## config.mk

```make
export PLATFORM = sky130hd
export DESIGN_NAME = tcdm_atomic_adapter
export DESIGN_NICKNAME = d
export VERILOG_FILES = /design/src/rtl/tcdm_atomic_pkg.sv /design/src/rtl/fifo_v3.sv /design/src/rtl/lrsc_rsv_table.sv /design/src/rtl/tcdm_atomic_adapter.sv
export SDC_FILE = /design/constraint.sdc
export NUM_CORES = 1
export LEC_CHECK = 0
export CAP_MARGIN = 10
export CORE_MARGIN = 2
export CORE_UTILIZATION = 45
export DETAILED_ROUTE_END_ITERATION = 8
export PLACE_DENSITY = 0.65
export SYNTH_ARGS = -nofsm -noshare
export SYNTH_HDL_FRONTEND = slang
export SYNTH_SLANG_ARGS = --single-unit
```

## constraint.sdc

```tcl
create_clock -name clk_i -period 5.9 [get_ports clk_i]
set_clock_uncertainty 0.05 [all_clocks]
set_input_delay 0.59 -clock clk_i [delete_from_list [all_inputs] [get_ports clk_i]]
set_output_delay 0.59 -clock clk_i [all_outputs]
set_load 0.02 [all_outputs]
```

## src/rtl/tcdm_atomic_pkg.sv

```systemverilog
// Shared types for the TCDM atomic adapter.
//   amo_op_t    : request opcode carried on in_amo_i
//   amo_state_e : AMO read-modify-write sequencer states
//   rsv_slot_t  : one LR reservation entry, sized for the widest supported
//                 core id / word address; narrower values are zero-extended
package tcdm_atomic_pkg;

    typedef enum logic [3:0] {
        AMO_NONE = 4'h0,
        AMO_SWAP = 4'h1,
        AMO_ADD  = 4'h2,
        AMO_AND  = 4'h3,
        AMO_OR   = 4'h4,
        AMO_XOR  = 4'h5,
        AMO_MAX  = 4'h6,
        AMO_MAXU = 4'h7,
        AMO_MIN  = 4'h8,
        AMO_MINU = 4'h9,
        AMO_LR   = 4'hA,
        AMO_SC   = 4'hB
    } amo_op_t;

    typedef enum logic [1:0] {
        AmoIdle,
        AmoDo,
        AmoWriteBack
    } amo_state_e;

    localparam int unsigned RsvMaxCoreIdWidth = 32;
    localparam int unsigned RsvMaxAddrWidth   = 64;

    typedef struct packed {
        logic                         valid;
        logic [RsvMaxCoreIdWidth-1:0] core_id;
        logic [RsvMaxAddrWidth-1:0]   addr;
    } rsv_slot_t;

    // Unassigned codes C-F behave as a plain load/store.
    function automatic amo_op_t decode_amo(input logic [3:0] raw);
        return (raw > 4'hB) ? AMO_NONE : amo_op_t'(raw);
    endfunction

endpackage

```

## src/rtl/fifo_v3.sv

```systemverilog
// Common-cells style FIFO.
//   clk_i/rst_ni : clock, async active-low reset
//   flush_i      : drop all content
//   testmode_i   : unused here, kept for interface compatibility
//   full_o/empty_o/usage_o : status (usage wraps to 0 when full for 2^n depths)
//   data_i/push_i, data_o/pop_i : write and read ports
// With FALL_THROUGH set, a push into an empty FIFO is visible on data_o in
// the same cycle.
module fifo_v3 #(
    parameter bit          FALL_THROUGH = 1'b0,
    parameter int unsigned DATA_WIDTH   = 32,
    parameter int unsigned DEPTH        = 8,
    parameter type         dtype        = logic [DATA_WIDTH-1:0],
    parameter int unsigned ADDR_DEPTH   = (DEPTH > 1) ? $clog2(DEPTH) : 1
) (
    input  logic                  clk_i,
    input  logic                  rst_ni,
    input  logic                  flush_i,
    input  logic                  testmode_i,
    output logic                  full_o,
    output logic                  empty_o,
    output logic [ADDR_DEPTH-1:0] usage_o,
    input  dtype                  data_i,
    input  logic                  push_i,
    output dtype                  data_o,
    input  logic                  pop_i
);
    localparam int unsigned FifoDepth = (DEPTH > 0) ? DEPTH : 1;

    dtype                  mem_q [FifoDepth];
    dtype                  mem_d [FifoDepth];
    logic [ADDR_DEPTH-1:0] rd_q, rd_d, wr_q, wr_d;
    logic [ADDR_DEPTH:0]   cnt_q, cnt_d;
    logic                  unused_testmode;

    assign unused_testmode = testmode_i;
    assign full_o  = (cnt_q == (ADDR_DEPTH+1)'(FifoDepth));
    assign empty_o = (cnt_q == '0) && !(FALL_THROUGH && push_i);
    assign usage_o = cnt_q[ADDR_DEPTH-1:0];

    always_comb begin
        mem_d  = mem_q;
        rd_d   = rd_q;
        wr_d   = wr_q;
        cnt_d  = cnt_q;
        data_o = mem_q[rd_q];
        if (push_i && !full_o) begin
            mem_d[wr_q] = data_i;
            wr_d        = (wr_q == ADDR_DEPTH'(FifoDepth - 1)) ? '0 : wr_q + 1'b1;
            cnt_d       = cnt_q + 1'b1;
        end
        if (pop_i && !empty_o) begin
            rd_d  = (rd_q == ADDR_DEPTH'(FifoDepth - 1)) ? '0 : rd_q + 1'b1;
            cnt_d = cnt_d - 1'b1;
        end
        // Bypass: an empty FIFO hands the pushed word straight through; if it
        // is consumed in the same cycle nothing is retained.
        if (FALL_THROUGH && (cnt_q == '0) && push_i) begin
            data_o = data_i;
            if (pop_i) begin
                rd_d  = rd_q;
                wr_d  = wr_q;
                cnt_d = cnt_q;
            end
        end
        if (flush_i) begin
            rd_d  = '0;
            wr_d  = '0;
            cnt_d = '0;
        end
    end

    always_ff @(posedge clk_i or negedge rst_ni) begin
        if (!rst_ni) begin
            rd_q  <= '0;
            wr_q  <= '0;
            cnt_q <= '0;
            for (int i = 0; i < int'(FifoDepth); i++) mem_q[i] <= '0;
        end else begin
            rd_q  <= rd_d;
            wr_q  <= wr_d;
            cnt_q <= cnt_d;
            mem_q <= mem_d;
        end
    end

endmodule

```

## src/rtl/lrsc_rsv_table.sv

```systemverilog
// LR/SC reservation table.
//   set_i/set_core_i/set_addr_i : LR places a reservation for a core
//   clr_i/clr_core_i            : SC drops the requesting core's reservation
//   inv_i/inv_addr_i            : any SRAM write kills reservations on that word
//   chk_core_i/chk_addr_i/match_o : SC success lookup (current state)
// Within a cycle the invalidate and clear are applied before the set, so an
// LR racing a write to the same word keeps its fresh reservation.
module lrsc_rsv_table
    import tcdm_atomic_pkg::*;
#(
    parameter int unsigned NumRsv        = 4,
    parameter int unsigned CoreIdWidth   = 8,
    parameter int unsigned WordAddrWidth = 30
) (
    input  logic                     clk_i,
    input  logic                     rst_ni,
    input  logic                     set_i,
    input  logic [CoreIdWidth-1:0]   set_core_i,
    input  logic [WordAddrWidth-1:0] set_addr_i,
    input  logic                     clr_i,
    input  logic [CoreIdWidth-1:0]   clr_core_i,
    input  logic                     inv_i,
    input  logic [WordAddrWidth-1:0] inv_addr_i,
    input  logic [CoreIdWidth-1:0]   chk_core_i,
    input  logic [WordAddrWidth-1:0] chk_addr_i,
    output logic                     match_o
);
    localparam int unsigned PtrW = (NumRsv > 1) ? $clog2(NumRsv) : 1;

    rsv_slot_t [NumRsv-1:0] slot_q, slot_d;
    logic [PtrW-1:0]        victim_q, victim_d;
    logic [PtrW-1:0]        idx;
    logic                   found;

    always_comb begin
        slot_d   = slot_q;
        victim_d = victim_q;
        idx      = victim_q;
        found    = 1'b0;
        for (int i = 0; i < int'(NumRsv); i++) begin
            if (inv_i && slot_d[i].valid &&
                slot_d[i].addr == RsvMaxAddrWidth'(inv_addr_i)) slot_d[i].valid = 1'b0;
            if (clr_i && slot_d[i].valid &&
                slot_d[i].core_id == RsvMaxCoreIdWidth'(clr_core_i)) slot_d[i].valid = 1'b0;
        end
        if (set_i) begin
            // Priority: the core's own slot, then the lowest free slot,
            // then round-robin eviction.
            for (int i = 0; i < int'(NumRsv); i++) begin
                if (!found && slot_d[i].valid &&
                    slot_d[i].core_id == RsvMaxCoreIdWidth'(set_core_i)) begin
                    idx   = PtrW'(i);
                    found = 1'b1;
                end
            end
            for (int i = 0; i < int'(NumRsv); i++) begin
                if (!found && !slot_d[i].valid) begin
                    idx   = PtrW'(i);
                    found = 1'b1;
                end
            end
            if (!found) begin
                victim_d = (victim_q == PtrW'(NumRsv - 1)) ? '0 : victim_q + 1'b1;
            end
            slot_d[idx].valid   = 1'b1;
            slot_d[idx].core_id = RsvMaxCoreIdWidth'(set_core_i);
            slot_d[idx].addr    = RsvMaxAddrWidth'(set_addr_i);
        end
    end

    always_comb begin
        match_o = 1'b0;
        for (int i = 0; i < int'(NumRsv); i++) begin
            if (slot_q[i].valid &&
                slot_q[i].core_id == RsvMaxCoreIdWidth'(chk_core_i) &&
                slot_q[i].addr == RsvMaxAddrWidth'(chk_addr_i)) match_o = 1'b1;
        end
    end

    always_ff @(posedge clk_i or negedge rst_ni) begin
        if (!rst_ni) begin
            slot_q   <= '0;
            victim_q <= '0;
        end else begin
            slot_q   <= slot_d;
            victim_q <= victim_d;
        end
    end

endmodule

```

## src/rtl/tcdm_atomic_adapter.sv

```systemverilog
// Adds LR/SC and AMO support in front of a single-port SRAM with 1-cycle
// read latency.
//   in_*  request side : valid/ready, address, amo op, write, wdata, be, meta,
//                        core id
//   in_*  response side: valid/ready, rdata, meta (in acceptance order)
//   out_* SRAM side    : req, write, address, wdata, be, rdata (next cycle)
// Every responding request goes through a one-cycle stage so reads, SC
// results and AMO old values all enter the response FIFO in order.
module tcdm_atomic_adapter
    import tcdm_atomic_pkg::*;
#(
    parameter int unsigned AddrWidth   = 32,
    parameter int unsigned DataWidth   = 32,
    parameter type         metadata_t  = logic,
    parameter int unsigned CoreIdWidth = 8,
    parameter int unsigned NumRsv      = 4,
    parameter int unsigned RespDepth   = 2,
    parameter bit          RegisterAmo = 1'b0,
    localparam int unsigned BeWidth    = DataWidth / 8
) (
    input  logic                   clk_i,
    input  logic                   rst_ni,
    input  logic                   in_valid_i,
    output logic                   in_ready_o,
    input  logic [AddrWidth-1:0]   in_address_i,
    input  logic [3:0]             in_amo_i,
    input  logic                   in_write_i,
    input  logic [DataWidth-1:0]   in_wdata_i,
    input  logic [BeWidth-1:0]     in_be_i,
    input  metadata_t              in_meta_i,
    input  logic [CoreIdWidth-1:0] in_core_id_i,
    output logic                   in_valid_o,
    input  logic                   in_ready_i,
    output logic [DataWidth-1:0]   in_rdata_o,
    output metadata_t              in_meta_o,
    output logic                   out_req_o,
    output logic                   out_write_o,
    output logic [AddrWidth-1:0]   out_add_o,
    output logic [DataWidth-1:0]   out_wdata_o,
    output logic [BeWidth-1:0]     out_be_o,
    input  logic [DataWidth-1:0]   out_rdata_i
);
    localparam int unsigned OffW      = $clog2(BeWidth);
    localparam int unsigned WordW     = AddrWidth - OffW;
    localparam int unsigned FifoAddrW = (RespDepth > 1) ? $clog2(RespDepth) : 1;

    typedef struct packed {
        logic [DataWidth-1:0] data;
        metadata_t            meta;
    } resp_t;

    amo_state_e           state_q, state_d;
    amo_op_t              op_q, op_d, in_op;
    logic [AddrWidth-1:0] addr_q, addr_d;
    logic [DataWidth-1:0] operand_q, operand_d, result_q, result_d;
    logic                 rsp_vld_q, rsp_vld_d, rsp_sc_q, rsp_sc_d, rsp_fail_q, rsp_fail_d;
    metadata_t            rsp_meta_q, rsp_meta_d;

    logic                 acc, is_store, is_load, is_lr, is_sc, is_amo, sc_ok;
    logic [WordW-1:0]     in_word;
    logic                 rsv_set, rsv_clr, rsv_inv;
    logic [WordW-1:0]     rsv_inv_addr;
    logic [31:0]          occ;

    resp_t                fifo_in, fifo_out;
    logic                 fifo_full, fifo_empty;
    logic [FifoAddrW-1:0] fifo_usage;

    // mem < opnd via a (DataWidth+1)-bit subtract; signed ops sign-extend.
    function automatic logic [DataWidth-1:0] amo_alu(input amo_op_t op,
                                                     input logic [DataWidth-1:0] mem,
                                                     input logic [DataWidth-1:0] opnd);
        logic [DataWidth:0] sub;
        logic               sgn, lt;
        sgn = (op == AMO_MAX) || (op == AMO_MIN);
        sub = {sgn & mem[DataWidth-1], mem} - {sgn & opnd[DataWidth-1], opnd};
        lt  = sub[DataWidth];
        case (op)
            AMO_SWAP:           return opnd;
            AMO_ADD:            return mem + opnd;
            AMO_AND:            return mem & opnd;
            AMO_OR:             return mem | opnd;
            AMO_XOR:            return mem ^ opnd;
            AMO_MAX, AMO_MAXU:  return lt ? opnd : mem;
            AMO_MIN, AMO_MINU:  return lt ? mem : opnd;
            default:            return mem;
        endcase
    endfunction

    // Conservative: space is reserved for a response whether or not the
    // incoming request will produce one.
    always_comb begin
        occ        = fifo_full ? RespDepth : 32'(fifo_usage);
        in_ready_o = (state_q == AmoIdle) && ((occ + 32'(rsp_vld_q)) < RespDepth);
    end

    assign in_op    = decode_amo(in_amo_i);
    assign in_word  = in_address_i[AddrWidth-1:OffW];
    // rst_ni gating keeps the SRAM port quiet while reset is held.
    assign acc      = in_valid_i && in_ready_o && rst_ni;
    assign is_store = (in_op == AMO_NONE) && in_write_i;
    assign is_load  = (in_op == AMO_NONE) && !in_write_i;
    assign is_lr    = (in_op == AMO_LR);
    assign is_sc    = (in_op == AMO_SC);
    assign is_amo   = (in_op >= AMO_SWAP) && (in_op <= AMO_MINU);

    always_comb begin
        state_d      = state_q;
        op_d         = op_q;
        addr_d       = addr_q;
        operand_d    = operand_q;
        result_d     = result_q;
        rsp_vld_d    = 1'b0;
        rsp_sc_d     = 1'b0;
        rsp_fail_d   = 1'b0;
        rsp_meta_d   = rsp_meta_q;
        out_req_o    = 1'b0;
        out_write_o  = 1'b0;
        out_add_o    = '0;
        out_wdata_o  = '0;
        out_be_o     = '0;
        rsv_set      = 1'b0;
        rsv_clr      = 1'b0;
        rsv_inv      = 1'b0;
        rsv_inv_addr = '0;
        case (state_q)
            AmoIdle: begin
                if (acc) begin
                    if (is_store || is_load || is_lr || is_amo || (is_sc && sc_ok)) begin
                        out_req_o   = 1'b1;
                        out_write_o = is_store || is_sc;
                        out_add_o   = in_address_i;
                        out_wdata_o = (is_store || is_sc) ? in_wdata_i : '0;
                        out_be_o    = is_amo ? '1 : in_be_i;
                    end
                    rsv_set    = is_lr;
                    rsv_clr    = is_sc;
                    rsp_vld_d  = !is_store;
                    rsp_sc_d   = is_sc;
                    rsp_fail_d = !sc_ok;
                    rsp_meta_d = in_meta_i;
                    if (is_amo) begin
                        state_d   = AmoDo;
                        op_d      = in_op;
                        addr_d    = in_address_i;
                        operand_d = in_wdata_i;
                    end
                end
            end
            AmoDo: begin
                if (RegisterAmo) begin
                    result_d = amo_alu(op_q, out_rdata_i, operand_q);
                    state_d  = AmoWriteBack;
                end else begin
                    out_req_o   = 1'b1;
                    out_write_o = 1'b1;
                    out_add_o   = addr_q;
                    out_wdata_o = amo_alu(op_q, out_rdata_i, operand_q);
                    out_be_o    = '1;
                    state_d     = AmoIdle;
                end
            end
            AmoWriteBack: begin
                out_req_o   = 1'b1;
                out_write_o = 1'b1;
                out_add_o   = addr_q;
                out_wdata_o = result_q;
                out_be_o    = '1;
                state_d     = AmoIdle;
            end
            default: state_d = AmoIdle;
        endcase
        if (out_req_o && out_write_o) begin
            rsv_inv      = 1'b1;
            rsv_inv_addr = out_add_o[AddrWidth-1:OffW];
        end
    end

    always_ff @(posedge clk_i or negedge rst_ni) begin
        if (!rst_ni) begin
            state_q    <= AmoIdle;
            op_q       <= AMO_NONE;
            addr_q     <= '0;
            operand_q  <= '0;
            result_q   <= '0;
            rsp_vld_q  <= 1'b0;
            rsp_sc_q   <= 1'b0;
            rsp_fail_q <= 1'b0;
            rsp_meta_q <= '0;
        end else begin
            state_q    <= state_d;
            op_q       <= op_d;
            addr_q     <= addr_d;
            operand_q  <= operand_d;
            result_q   <= result_d;
            rsp_vld_q  <= rsp_vld_d;
            rsp_sc_q   <= rsp_sc_d;
            rsp_fail_q <= rsp_fail_d;
            rsp_meta_q <= rsp_meta_d;
        end
    end

    lrsc_rsv_table #(
        .NumRsv       (NumRsv),
        .CoreIdWidth  (CoreIdWidth),
        .WordAddrWidth(WordW)
    ) i_rsv_table (
        .clk_i,
        .rst_ni,
        .set_i      (rsv_set),
        .set_core_i (in_core_id_i),
        .set_addr_i (in_word),
        .clr_i      (rsv_clr),
        .clr_core_i (in_core_id_i),
        .inv_i      (rsv_inv),
        .inv_addr_i (rsv_inv_addr),
        .chk_core_i (in_core_id_i),
        .chk_addr_i (in_word),
        .match_o    (sc_ok)
    );

    // SC results replace the SRAM read data (0 = success, 1 = failure).
    assign fifo_in.data = rsp_sc_q ? DataWidth'(rsp_fail_q) : out_rdata_i;
    assign fifo_in.meta = rsp_meta_q;

    fifo_v3 #(
        .FALL_THROUGH(1'b1),
        .DEPTH       (RespDepth),
        .dtype       (resp_t)
    ) i_resp_fifo (
        .clk_i,
        .rst_ni,
        .flush_i   (1'b0),
        .testmode_i(1'b0),
        .full_o    (fifo_full),
        .empty_o   (fifo_empty),
        .usage_o   (fifo_usage),
        .data_i    (fifo_in),
        .push_i    (rsp_vld_q),
        .data_o    (fifo_out),
        .pop_i     (in_ready_i && !fifo_empty)
    );

    assign in_valid_o = !fifo_empty;
    assign in_rdata_o = fifo_out.data;
    assign in_meta_o  = fifo_out.meta;

endmodule

```

* Word-level counts from Yosys, hierarchy flattened
Index checks and enable logic that the tools add are counted.
Word-level totals: output and inout bits 105, input bits 118, register bits after elaboration 534
Cells by class: eq/ne operators 30, reduce and logical (&&, ||, !) cells 83, mux-type cells 103, add/sub/neg operators 8, magnitude comparators 9, bitwise logic cells 8
Operators by type and width (count):
- $bwmux W388 | 3
- $demux W97 S2 | 3
- $eq A64 B30 Y1 | 8
- $mux W388 | 1
- $mux W32 | 8
- $pmux W32 S7 | 1
- $mux W33 | 5
- $eq A32 B8 Y1 | 4
- $pmux W32 S2 | 2
- $mux W97 | 1
- $mux W96 | 1
- $bwmux W66 | 1
- $mux W64 | 1
- $logic_and A1 B1 Y1 | 50
- $mux W1 | 49
- $mux W2 | 18
- $demux W33 S1 | 1
- $sub A33 B33 Y33 | 1
- $add A32 B32 Y32 | 1
- $and A32 B32 Y32 | 1
- $or A32 B32 Y32 | 1
- $xor A32 B32 Y32 | 1
- $mux W30 | 1
- $logic_not A1 Y1 | 17
- other kinds (31) | 61

* Depth between registers and ports, before layout
depth after elaboration 62, mapped depth 20

* By module
From an unflattened synthesis, not the netlist that was laid out.
Unflattened totals: cell total of the unflattened synthesis 2343, area, all modules 22287.6 um2
Modules (own cells, without submodules):
- lrsc_rsv_table | seq. area each 3953.8 um2, times used 1, cells each 873, area an instance 10088.4 um2
- tcdm_atomic_adapter | seq. area each 1826.8 um2, times used 1, cells each 1187, area an instance 8629.5 um2
- fifo_v3 | seq. area each 1751.7 um2, times used 1, cells each 283, area an instance 3569.7 um2

* Worst setup path before layout
No wires, ideal clock.
path type input -> register, from input port in_core_id_i[7], to register i_rsv_table.slot_q[221] (netlist name), path buffers 3, setup time 128 ps, stages on the path 18, data required time 5722 ps, path slack 653 ps, data arrival time 5070 ps, cells stage by stage buf_2 > xor2_1 > nor4_1 > nand3_1 > or4_4 > a41oi_2 > nor2_2 > clkinv_1 > nand2_1 > a2111oi_4 > a31oi_1 > and3b_1 > o41a_1 > or4_1 > o22ai_2 > buf_4 > buf_6 > mux2_1
Between the ends: word-level cells in the longest chain between the ends 59
Ends and longest elaborated chain:
- from (decl) | line tcdm_atomic_adapter.sv:31 | input logic [CoreIdWidth-1:0] in_core_id_i,
- $eq A32 B8 Y1 | line lrsc_rsv_table.sv:75 | slot_q[i].core_id == RsvMaxCoreIdWidth'(chk_core_i) &&
- $logic_and A1 B1 Y1 | line lrsc_rsv_table.sv:74 | if (slot_q[i].valid &&
- $logic_and A1 B1 Y1 | line lrsc_rsv_table.sv:75
- $mux W1 (3 in series) | line lrsc_rsv_table.sv:74
- $mux W1 * | line lrsc_rsv_table.sv:74
- $logic_and A1 B1 Y1 * | line tcdm_atomic_adapter.sv:129 | if (is_store || is_load || is_lr || is_amo || (is_sc && sc_ok)) begin
- $logic_or A1 B1 Y1 * | line tcdm_atomic_adapter.sv:129
- $mux W1 * | line tcdm_atomic_adapter.sv:129
- [... 2 more ...]
- net out_write_o | line tcdm_atomic_adapter.sv:37 | output logic out_write_o,
- [... 39 more ...]
- $logic_and A1 B1 Y1 | line lrsc_rsv_table.sv:57 | if (!found && !slot_d[i].valid) begin
- $mux W2 * | line lrsc_rsv_table.sv:57
- $mux W2 * | line lrsc_rsv_table.sv:46 | if (set_i) begin
- $lt A2 B3 Y1 (implied by the code) / $ge A2 B1 Y1 (equally long branches) | line lrsc_rsv_table.sv:67 | slot_d[idx].addr = RsvMaxAddrWidth'(set_addr_i);
- $logic_and A1 B1 Y1 (implied by the code) | line lrsc_rsv_table.sv:67
- $mux W64 (implied by the code) | line lrsc_rsv_table.sv:67
- $demux W97 S2
- $bwmux W388 * | line lrsc_rsv_table.sv:67
- to (signal assigned) | line lrsc_rsv_table.sv:85 | slot_q <= slot_d;
- to (decl) | line lrsc_rsv_table.sv:30 | rsv_slot_t [NumRsv-1:0] slot_q, slot_d;
Mark *: on every way through the listed nets, which the timed path passes. The rest lies on a longest branch. The select of a mux whose other input is x is not followed. A chain may end at the register's enable or synchronous reset.

* Final worst setup path
from input port in_address_i[23], to register i_rsv_table.slot_q[312] (netlist name)
Between the ends: word-level cells in the longest chain between the ends 58
Ends and longest elaborated chain:
- from (decl) | line tcdm_atomic_adapter.sv:25 | input logic [AddrWidth-1:0] in_address_i,
- $eq A64 B30 Y1 | line lrsc_rsv_table.sv:76 | slot_q[i].addr == RsvMaxAddrWidth'(chk_addr_i)) match_o = 1'b1;
- $logic_and A1 B1 Y1 | line lrsc_rsv_table.sv:75
- $mux W1 (4 in series) | line lrsc_rsv_table.sv:74
- $logic_and A1 B1 Y1 | line tcdm_atomic_adapter.sv:129
- $logic_or A1 B1 Y1 | line tcdm_atomic_adapter.sv:129
- $mux W1 | line tcdm_atomic_adapter.sv:129
- $mux W1 | line tcdm_atomic_adapter.sv:128 | if (acc) begin
- $pmux W1 S2 | line tcdm_atomic_adapter.sv:126 | case (state_q)
- [... 39 more ...]
- $logic_and A1 B1 Y1 | line lrsc_rsv_table.sv:57
- $mux W2 | line lrsc_rsv_table.sv:57
- $mux W2 | line lrsc_rsv_table.sv:46
- $lt A2 B3 Y1 (implied by the code) / $ge A2 B1 Y1 (equally long branches) | line lrsc_rsv_table.sv:67
- $logic_and A1 B1 Y1 (implied by the code) | line lrsc_rsv_table.sv:67
- $mux W64 (implied by the code) | line lrsc_rsv_table.sv:67
- $demux W97 S2
- $bwmux W388 * | line lrsc_rsv_table.sv:67
Every way passes the cells marked *; elsewhere a longest branch is shown, timed or not. The select of a mux whose other input is x is not followed.

==> results_dict.tcl <==
set metrics [dict create \
    crit_path_start_kind "primary input" \
    yosysTopAreaCellShare 0.3306 \
    ctsHtreeMaxLevel 2 \
    status "completed" \
    io_pins 223 \
    grt_pass1_wl_um 151400 \
    fp-row-count 82 \
    setup_viol 0 \
    dp.cells 3706 \
    syn_area_sq_mm 0.02278 \
    via_count 23250 \
    num_antenna_cells 0 \
    yosys_warnings 0 \
    pwr-share-comb 0.547 \
    vias_per_cell 6.157 \
    numCtsBuffers 39 \
    crit_type "primary input to flip-flop" \
    gp_congestion 1.086 \
    drv_cap 0 \
    swShare 0.4448 \
    die_h_um 229.0 \
    nets 3298 \
    die_x_um 229.0 \
    detail_route.iter0.violations 2350 \
    worst_slew_pin_slew_ps 1261 \
    cts_tree "yes" \
    yosysTopAreaCell "dfrtp_1" \
    grt_pass1_vias 22900 \
    timing.final.crit_share 0.9796 \
    period_minus_slack_ps 5780 \
    synth_ff_type "dfrtp_1" \
    fin_setup_tns_ps 0 \
    crit_required_ps 6310 \
    cts_buffer_depth 3 \
    overflow 0 \
    slew_violations 0 \
    cts.sinks 301 \
    antenna_found_initial 1 \
    area_growth_pct 30.24 \
    grt_start_max_net_pins 150 \
    synth_edf_count 0 \
    power.leakage_nw 13.64 \
    rr_startpoint "state_q[0]" \
    io_buffers 222 \
    hp-class "primary input to asynchronous set/reset pin" \
    hpwl_um 79170 \
    p_int_mw 6.920 \
    insertion_delay_ps 580 \
    hold_viol_final 0 \
    floorplan.die_area_sq_mm 0.05244 \
    syn_inst 2627 \
    cts-root-buf "clkbuf_16" \
    slew_headroom 0.1593 \
    end_kind "flip-flop" \
    avgSynthCellArea_sq_um 8.672 \
    finalPower_mw 12.46 \
    ant_nets 0 \
    crit_fanout 25 \
    rsz0062_at_grt "no" \
    wl_per_cell_um 27.21 \
    synthTopCellsByArea "dfrtp_1 33%, mux2_2 9.9%, o21ai_0 6.0%" \
    drc 0 \
    ys_ff_latch 301 \
    synthArstFlopShare 1.000 \
    crit_start "in_address_i[23]" \
    drive_above_1_share 0.2225 \
    first_pass_iters 6 \
    clk_pin_slew_ps 60 \
    ir_drop_uv 214.9 \
    synth_seq_area_share 0.3306 \
    hold_buffers 0 \
    final_cells 3777 \
    start_util 0.4550 \
    p_clk_frac 0.196 \
    core-area_sq_mm 0.05007 \
    p_sw_mw 5.545 \
    wl_um 102800 \
    grt_util_all_layers 0.3859 \
    fmax_mhz 173.0 \
    worstPathArrival_ps 6190 \
    power_density_mw_per_mm2 420.1 \
    synth_cell_types 91 \
    p_seq_frac 0.257 \
    syn_nets 2848 \
]
## layout by cell type, fill, tap and decap left out, types with 55 or more instances in the layout
cell type        netlist  layout
a21oi_1              109     109
buf_4                  2     350
clkdlybuf4s50_1        0     198
dfrtp_1              301     300
ha_1                 102     102
inv_1                120     120
mux2_2               200     200
nand2_1              308     306
nand2b_1              57      56
nand4_1               55      55
nor2_1               134     133
o21ai_0              271     263
xnor2_1              138     136
xor2_1                72      70
## power by group through the flow
stage | Combinational, mW | Sequential [mW] | Clock, mW
final | 6.82 | 3.20 | 2.45
after detailed placement | 6.61 | 3.21 | 0
after floorplan | 4.00 | 2.99 | 0
after global placement | 6.50 | 3.17 | 0
after CTS | 6.67 | 3.18 | 2.48
after global routing | 7.30 | 3.27 | 2.56
## layer usage
| metal | wire length (um) | track usage | up-vias |
|---|---|---|---|
| li1 | - | - | 10320 |
| met1 | 40400 | 0.4875 | 11410 |
| met2 | 46880 | 0.6228 | 1244 |
| met3 | 8048 | 0.05976 | 277 |
| met4 | 7458 | 0.2354 | 0 |
| met5 | 0 | 0 | - |
## per-stage QoR
step	utilization	cell area [sq um]	hold slack, ps	setup slack [ps]
2_1_floorplan	-	22780	244.4	652.6
3_3_place_gp	0.5638	28230	406.8	-586.3
3_5_place_dp	0.5638	28230	420.0	-603.2
4_1_cts	0.5903	29550	155.9	28.86
5_1_grt	0.5926	29670	192.9	5.384
6_report	0.5926	29670	103.4	120.3
## flip-flops by register name (all words and copies together) (netlist names), 2 cells and up
register / count
i_resp_fifo.cnt_q: 2
operand_q: 32
op_q: 4
i_rsv_table.victim_q: 2
i_rsv_table.slot_q: 156
i_resp_fifo.mem_q: 66
addr_q: 32
## layout make-up
| type | count | area (sq um) |
|---|---|---|
| fillers | 4511 | 20400 |
| multi-input cells | 2020 | 14200 |
| flip-flops and latches | 301 | 7536 |
| repair buffers | 594 | 5344 |
| clock buffers | 53 | 1109 |
| well taps | 672 | 840.8 |
| inverters | 121 | 454.2 |
| clock inverters | 16 | 185.2 |
## logic make-up (layout without fill, tap and decap cells)
kind of cell,after synthesis,after routing,synth area share
adder cells (fa/ha/maj),103,103,0.05690
flip-flops,301,301,0.3306
buffers and inverters,306,784,0.05284
multiplexers,246,246,0.1198
XOR/XNOR,210,210,0.08074
AND/OR/NAND/NOR,766,766,0.1624
AO/OA/AOI/OAI,695,695,0.1967
## critical path, stage by stage
cell and delay [ps]:
clkdlybuf4s50_1 510, xnor2_1 580, buf_4 220, nand4_1 90
nor4_1 360, buf_4 210, nand3_1 80, buf_4 190
a41oi_2 160, buf_4 190, nor2_4 80, buf_4 130
o32ai_1 110, buf_4 180, or4b_1 460, o41ai_2 400
buf_4 200, nor3b_1 50, and3b_1 220, o21bai_1 400
nand3_2 230, buf_12 220, mux2_2 290
## path summary, 6_finish.rpt
path,endpoint,slack (ps),cells past startpoint
setup reg to reg,i_rsv_table.slot_q[199],250,17
hold reg to reg,i_resp_fifo.mem_q[64],430,2
max in group asynchronous,addr_q[5],3750,4
hold / removal,i_rsv_table.slot_q[6],100,2
setup / recovery,i_rsv_table.slot_q[312],120,23
min in group clk_i,i_resp_fifo.mem_q[64],430,2
## cells in the mapped netlist, drive strengths merged, types with 8 or more instances
master and instances:
a211oi 23, a21o 17, a21oi 109, a221o 13
a221oi 22, a22o 16, a22oi 16, a31oi 20
and3 8, buf 41, clkbuf 144, dfrtp 301
ha 102, inv 120, mux2 211, mux2i 35
nand2 308, nand2b 57, nand3 48, nand4 55
nor2 135, nor2b 9, nor3 30, nor4 41
o2111ai 11, o211ai 21, o21ai 273, o21bai 22
o221ai 12, o22ai 36, o31ai 9, or2 12
or3 8, xnor2 138, xor2 72
## repair_timing
action | 4_1_cts | 5_1_grt
resized for setup | 3 | 41
buffers inserted | 2 | 0
setup endpoints to repair | 18 | 178
pin swaps | 0 | 1
No activity file was read; power rests on OpenSTA's default activity.
